## config.mk

```make
export PLATFORM = sky130hd
export DESIGN_NAME = fc_mac_seq_flat
export DESIGN_NICKNAME = d
export VERILOG_FILES = /design/src/rtl/fc_mac_seq_if.sv /design/src/rtl/fc_mac_seq.sv /design/src/flat_wrapper.sv
export SDC_FILE = /design/constraint.sdc
export NUM_CORES = 2
export LEC_CHECK = 0
export ABC_AREA = 1
export CORE_MARGIN = 5
export CORE_UTILIZATION = 35
export DETAILED_ROUTE_END_ITERATION = 12
export GPL_ROUTABILITY_DRIVEN = 0
export PLACE_DENSITY = 0.51
export SLEW_MARGIN = 20
export SYNTH_ARGS = -nofsm -noshare
export SYNTH_HDL_FRONTEND = slang
export SYNTH_SLANG_ARGS = --single-unit
export TNS_END_PERCENT = 30
```

## constraint.sdc

```tcl
create_clock -name clk -period 2.43 [get_ports clk]
set_input_delay 0.243 -clock clk [delete_from_list [all_inputs] [get_ports clk]]
set_output_delay 0.243 -clock clk [all_outputs]
set_load 0.05 [all_outputs]
```

## src/rtl/fc_mac_seq_if.sv

```systemverilog
// Bus bundle for the fully-connected MAC sequencer: job control, the paired
// src_buf/weight read port, and the dst_buf write port.
interface fc_mac_seq_if #(
  parameter int IA_W = 11,
  parameter int OA_W = 12,
  parameter int WA_W = 23
);
  logic            start;
  logic [IA_W-1:0] len;
  logic [OA_W-1:0] num_o;
  logic            exec;
  logic [IA_W-1:0] ia;
  logic [WA_W-1:0] wa;
  logic [31:0]     d;
  logic [31:0]     w;
  logic            outr;
  logic [OA_W-1:0] oa;
  logic [31:0]     result;
  logic            busy;
  logic            done;

  // The sequencer owns the memory ports and status.
  modport master (
    input  start, len, num_o, d, w,
    output exec, ia, wa, outr, oa, result, busy, done
  );

  // The surrounding system launches jobs and returns memory data.
  modport slave (
    output start, len, num_o, d, w,
    input  exec, ia, wa, outr, oa, result, busy, done
  );
endinterface

```

## src/rtl/fc_mac_seq.sv

```systemverilog
// Matrix-vector sequencer/MAC. Streams one (d, w) pair per cycle from the
// source buffer and weight memory, accumulates Q16.16 products, and writes
// one result per output neuron into the destination buffer.
module fc_mac_seq #(
  parameter int IA_W = 11,
  parameter int OA_W = 12,
  parameter int WA_W = 23
) (
  input  logic            clk,
  input  logic            rst_n,
  fc_mac_seq_if.master    bus
);

  typedef enum logic [1:0] {IDLE, RUN, DRAIN, DONE} state_t;

  state_t          state;
  logic [IA_W-1:0] n_last;   // len-1, latched at start
  logic [OA_W-1:0] m_last;   // num_o-1, latched at start
  logic [OA_W-1:0] o_cnt;    // output neuron currently being issued

  // Pipeline stage 1: tags aligned with returning d/w.
  logic            s1_v, s1_first, s1_last;
  logic [OA_W-1:0] s1_o;
  // Pipeline stage 2: tags aligned with the registered product.
  logic            s2_v, s2_first, s2_last;
  logic [OA_W-1:0] s2_o;
  logic [31:0]     p;
  logic [31:0]     acc;

  // Sign-extend to 48 bits: bits above 47 are never used after the >>>16
  // and 32-bit truncation, so a 48-bit product is exact where it matters.
  logic signed [47:0] d_ext, w_ext, prod;
  assign d_ext = {{16{bus.d[31]}}, bus.d};
  assign w_ext = {{16{bus.w[31]}}, bus.w};
  assign prod  = d_ext * w_ext;

  // The accumulator is the write data; outr only strobes once it is final.
  assign bus.result = acc;

  // Job sequencer: issues one read per cycle and tracks job completion.
  always_ff @(posedge clk or negedge rst_n) begin
    if (!rst_n) begin
      state    <= IDLE;
      bus.exec <= 1'b0;
      bus.ia   <= '0;
      bus.wa   <= '0;
      bus.busy <= 1'b0;
      bus.done <= 1'b0;
      n_last   <= '0;
      m_last   <= '0;
      o_cnt    <= '0;
    end else begin
      // NOTE: state registers use non-blocking assignments so every branch
      // sees the pre-edge values, independent of statement order.
      bus.done <= 1'b0;
      case (state)
        IDLE: begin
          if (bus.start) begin
            bus.busy <= 1'b1;
            if (bus.len != '0 && bus.num_o != '0) begin
              state    <= RUN;
              bus.exec <= 1'b1;
              bus.ia   <= '0;
              bus.wa   <= '0;
              o_cnt    <= '0;
              n_last   <= bus.len - 1'b1;
              m_last   <= bus.num_o - 1'b1;
            end else begin
              // Empty job: complete immediately without touching memory.
              state    <= DONE;
              bus.done <= 1'b1;
            end
          end
        end
        RUN: begin
          if (bus.ia == n_last) begin
            bus.ia <= '0;
            if (o_cnt == m_last) begin
              bus.exec <= 1'b0;
              state    <= DRAIN;
            end else begin
              o_cnt  <= o_cnt + 1'b1;
              bus.wa <= bus.wa + 1'b1;
            end
          end else begin
            bus.ia <= bus.ia + 1'b1;
            bus.wa <= bus.wa + 1'b1;
          end
        end
        DRAIN: begin
          // The final write is on the bus this cycle; done follows it.
          if (bus.outr && bus.oa == m_last) begin
            state    <= DONE;
            bus.done <= 1'b1;
          end
        end
        DONE: begin
          bus.busy <= 1'b0;
          state    <= IDLE;
        end
        default: state <= IDLE;
      endcase
    end
  end

  // MAC pipeline: tag alignment, product register, accumulate and write.
  always_ff @(posedge clk or negedge rst_n) begin
    if (!rst_n) begin
      s1_v     <= 1'b0;
      s1_first <= 1'b0;
      s1_last  <= 1'b0;
      s1_o     <= '0;
      s2_v     <= 1'b0;
      s2_first <= 1'b0;
      s2_last  <= 1'b0;
      s2_o     <= '0;
      p        <= '0;
      acc      <= '0;
      bus.outr <= 1'b0;
      bus.oa   <= '0;
    end else begin
      s1_v     <= bus.exec;
      s1_first <= (bus.ia == '0);
      s1_last  <= (bus.ia == n_last);
      s1_o     <= o_cnt;

      s2_v     <= s1_v;
      s2_first <= s1_first;
      s2_last  <= s1_last;
      s2_o     <= s1_o;
      p        <= 32'(prod >>> 16);

      // First term of each output overwrites, so no clear cycle is needed.
      if (s2_v) acc <= s2_first ? p : acc + p;
      bus.outr <= s2_v && s2_last;
      if (s2_v && s2_last) bus.oa <= s2_o;
    end
  end

endmodule
```

## src/flat_wrapper.sv

```systemverilog
// flat-port wrapper written by rule: the top's interface ports become plain ports
module fc_mac_seq_flat 
#(
  parameter int IA_W = 11,
  parameter int OA_W = 12,
  parameter int WA_W = 23
)
  (clk, rst_n, bus_start, bus_len, bus_num_o, bus_d, bus_w, bus_exec, bus_ia, bus_wa, bus_outr, bus_oa, bus_result, bus_busy, bus_done);
  fc_mac_seq_if #(.IA_W(IA_W), .OA_W(OA_W), .WA_W(WA_W)) bus_i ();
  input  logic clk;
  input  logic rst_n;
  input wire logic [$bits(bus_i.start)-1:0] bus_start;
  input wire logic [$bits(bus_i.len)-1:0] bus_len;
  input wire logic [$bits(bus_i.num_o)-1:0] bus_num_o;
  input wire logic [$bits(bus_i.d)-1:0] bus_d;
  input wire logic [$bits(bus_i.w)-1:0] bus_w;
  output wire logic [$bits(bus_i.exec)-1:0] bus_exec;
  output wire logic [$bits(bus_i.ia)-1:0] bus_ia;
  output wire logic [$bits(bus_i.wa)-1:0] bus_wa;
  output wire logic [$bits(bus_i.outr)-1:0] bus_outr;
  output wire logic [$bits(bus_i.oa)-1:0] bus_oa;
  output wire logic [$bits(bus_i.result)-1:0] bus_result;
  output wire logic [$bits(bus_i.busy)-1:0] bus_busy;
  output wire logic [$bits(bus_i.done)-1:0] bus_done;
  assign bus_i.start = bus_start;
  assign bus_i.len = bus_len;
  assign bus_i.num_o = bus_num_o;
  assign bus_i.d = bus_d;
  assign bus_i.w = bus_w;
  assign bus_exec = bus_i.exec;
  assign bus_ia = bus_i.ia;
  assign bus_wa = bus_i.wa;
  assign bus_outr = bus_i.outr;
  assign bus_oa = bus_i.oa;
  assign bus_result = bus_i.result;
  assign bus_busy = bus_i.busy;
  assign bus_done = bus_i.done;
  fc_mac_seq #(.IA_W(IA_W), .OA_W(OA_W), .WA_W(WA_W)) u_core (.clk(clk), .rst_n(rst_n), .bus(bus_i));
endmodule
```

==> impl_metrics.py <==
metrics = {
    "synthesis": {
        "ys_async_sr_fraction_pct": 100,
        "synth-seq-cells": 181,
        "syn_area_per_cell_sq_um": 7.73,
        "syn_nets": 6404,
        "syn_area_sq_mm": 0.0408,
        "synth-main-ff-cell": "dfrtp_1",
        "synth.distinct_cells": 45,
        "synth_edf_count": 0,
        "ys.warnings.count": 0,
        "synthCells": 5271,
        "synth_seq_area_share_pct": 11.1,
    },
    "layout": {
        "areaGrowthSynthToFinish_pct": 33.4,
        "antennaDiodeCount": 0,
        "layout_common_cells": "nand2_1, inv_1, fa_1, buf_4, nor2_1",
        "n_fill_cell": 11218,
        "layout_commonest_cell": "nand2_1",
        "final_layout_size_suffix_gt1_share_pct": 23.6,
        "regArea_sq_mm": 0.00453,
        "multi_input_area_sq_mm": 0.0321,
        "nets": 7118,
    },
    "global_route": {
        "gr-total-overflow": 0,
        "grt_pass1_wl_um": 217000,
        "grtUsageMet1_pct": 31.4,
        "grtUsageMet3_pct": 2.26,
        "antenna_found_initial": 0,
        "grt_pass1_vias": 36929,
        "grt_max_degree": 49,
        "grt_usage_pct": 22.8,
        "grt.met2_usage_pct": 39.1,
        "grt_busiest_layer": "met2",
    },
    "critical_path": {
        "rrSetupSlack_ps": 130,
        "crit_path_start": "bus_d[17]",
        "rr_worst_depth": 9,
        "r2r_end": "u_core.bus.result[17]",
        "worstSetupPathType": "in -> reg",
        "critPathCaptureType": "flop",
        "cp.required_ps": 2770,
        "cp_data_arrival_time_ps": 6580,
        "reg2reg_from": "u_core.bus.result[6]",
        "critPathMaxFanout": 6,
        "start_kind": "input port",
    },
    "sta": {
        "hold_viol": 0,
        "setup_ws_ps": -3810,
        "drv_slew": 0,
        "timing.final.crit_period_ps": 6240,
        "worstMarginPinSlew_ps": 660,
        "report.final.setup_viol": 32,
        "fmax_mhz": 160,
        "relSlewSlack_pct": 55.9,
        "rsz0062_at_grt": "true",
        "tns_ps": -114880,
        "fin_crit_sh_pct": 257,
        "hold_ws_ps": 297,
        "clock_skew_ps": 13.3,
    },
    "status": {
        "violations": "negative setup slack",
        "status": "finished, violations left",
    },
    "die": {
        "die_w_um": 351,
        "die_y_um": 351,
        "row_count": 125,
        "ios": 172,
        "coreArea_sq_mm": 0.116,
        "die_area_sq_mm": 0.123,
        "start_util_pct": 35.2,
    },
    "clock_tree": {
        "cts_made_buffers": 17,
        "cts_tree": "yes",
        "clock_path_buffers": 2,
        "htreeDepth": 4,
        "path_clk_slew_ps": 70,
        "insertion_delay_ps": 450,
        "cts_num_sinks": 181,
        "cts-root-buf": "clkbuf_16",
    },
    "route": {
        "ant_nets": 0,
        "wl_per_cell_um": 18.7,
        "drtIter0Drc": 2605,
        "via_per_inst": 4.70,
        "wl_um": 141000,
        "vias": 35371,
        "drc": 0,
        "drtPass1Iterations": 6,
    },
    "place": {
        "hpwlAfterDp_um": 108000,
        "portBuffers": 171,
    },
    "run": {
        "maxCapViolCount": 0,
    },
    "hold_path": {
        "hold_class": "in -> async",
    },
}
## layer usage
layer	vias up	share of wire [%]
met5	-	0
li1	16527	-
met2	972	49
met3	164	4.9
met1	17708	44
met4	0	2.8
## worst max-delay path, stage by stage
cell and delay, ps:
buf_4 140, bufbuf_16 280, buf_4 130, nand2_1 60, inv_1 60, fa_1 550
inv_1 70, fa_2 470, fa_1 490, inv_1 50, fa_2 510, inv_1 50
fa_1 440, fa_1 580, inv_2 50, fa_1 470, fa_1 540, ha_4 320
nand2_4 60, buf_6 110, nor2_4 80, inv_2 70, nor2_4 130, nand2_2 60
nor4_2 250, nand2_1 130, nand4_1 110, nand2_1 60
## Yosys cell counts, types with 3 or more instances
| library cell | count | share of area (%) |
|---|---|---|
| buf_4 | 3 | 0.055 |
| buf_1 | 19 | 0.17 |
| a21o_1 | 12 | 0.22 |
| nor3b_1 | 3 | 0.055 |
| nand4_1 | 35 | 0.54 |
| o21ai_1 | 3 | 0.037 |
| or2_2 | 12 | 0.18 |
| clkbuf_1 | 174 | 1.6 |
| o21a_1 | 10 | 0.18 |
| dfrtp_1 | 181 | 11 |
| inv_2 | 5 | 0.046 |
| inv_1 | 1462 | 13 |
| buf_2 | 8 | 0.098 |
| nand2_1 | 1463 | 13 |
| xnor2_1 | 38 | 0.82 |
| ha_1 | 204 | 6.3 |
| nand3_1 | 116 | 1.4 |
| a31oi_1 | 13 | 0.20 |
| nor2_1 | 228 | 2.1 |
| o21bai_1 | 11 | 0.20 |
| xor2_1 | 82 | 1.8 |
| nor4_1 | 19 | 0.29 |
| o21ai_2 | 10 | 0.21 |
| buf_6 | 4 | 0.11 |
| o21ai_0 | 132 | 1.6 |
| o211ai_1 | 10 | 0.18 |
| nand2_4 | 3 | 0.083 |
| a21oi_1 | 108 | 1.3 |
| fa_1 | 839 | 41 |
| a21boi_0 | 4 | 0.074 |
| nor3_1 | 38 | 0.47 |
## per-stage QoR
| step | instance area, sq um | cells | setup slack (ps) | utilization, % |
|---|---|---|---|---|
| after detailed placement | 48300 | 7245 | -5010 | 41.7 |
| after CTS | 52500 | 7460 | -3780 | 45.3 |
| after floorplan | 41200 | 5271 | -3810 | - |
| after global placement | 48300 | 7245 | -4980 | 41.7 |
| final | 54400 | 7522 | -3810 | 46.9 |
| after global routing | 54400 | 7522 | -3940 | 46.9 |
## what timing repair did
| item | in CTS | in global routing |
|---|---|---|
| hold endpoints to repair | 42 | 0 |
| endpoints found under the setup margin | 32 | 40 |
| gates resized for setup | 670 | 465 |
| pin swaps | 314 | 321 |
| setup buffers | 156 | 63 |
| gates cloned | 26 | 7 |
| hold buffers | 1 | 0 |
## kinds of logic (layout without fill, tap and decap cells)
logic type               Yosys count  count (layout)  share of synthesized area [%]
AND/OR/NAND/NOR                 1927            1927                           18.8
buffers and inverters           1677            2404                           15.6
adder cells (fa/ha/maj)         1043            1043                           47.5
AO/OA/AOI/OAI                    323             323                           4.48
flip-flops                       181             181                           11.1
XOR/XNOR                         120             120                           2.58
## layout make-up
type / instances / area share (%)
Clock inverter: 15 / 0.341
Timing Repair Buffer: 903 / 17.8
Multi-Input combinational cell: 3413 / 59.1
Sequential cell: 181 / 8.33
Clock buffer: 17 / 0.782
Inverter: 1469 / 10.2
Tap cell: 1524 / 3.51
## worst max path at each step
stage	to	slack, ps	cells past startpoint
6_report	u_core.p[29]	-3810	28
5_1_grt	u_core.p[29]	-3940	28
4_1_cts	u_core.p[25]	-3780	27
3_5_place_dp	u_core.p[23]	-5010	27
3_3_place_gp	u_core.p[23]	-4980	27
2_1_floorplan	u_core.p[31]	-3810	28
## flip-flops by register name, summed over array words and instances, names as in the netlist, 2 cells and up
signal,count
u_core.bus.oa,12
u_core.bus.wa,23
u_core.s2_o,12
u_core.o_cnt,12
u_core.s1_o,12
u_core.p,32
u_core.bus.ia,11
u_core.n_last,11
u_core.m_last,12
u_core.state,2
u_core.bus.result,32
Power is left out: the tool's default activity adds up to more than one toggle a clock period on the data nets, which glitch-free logic cannot reach.
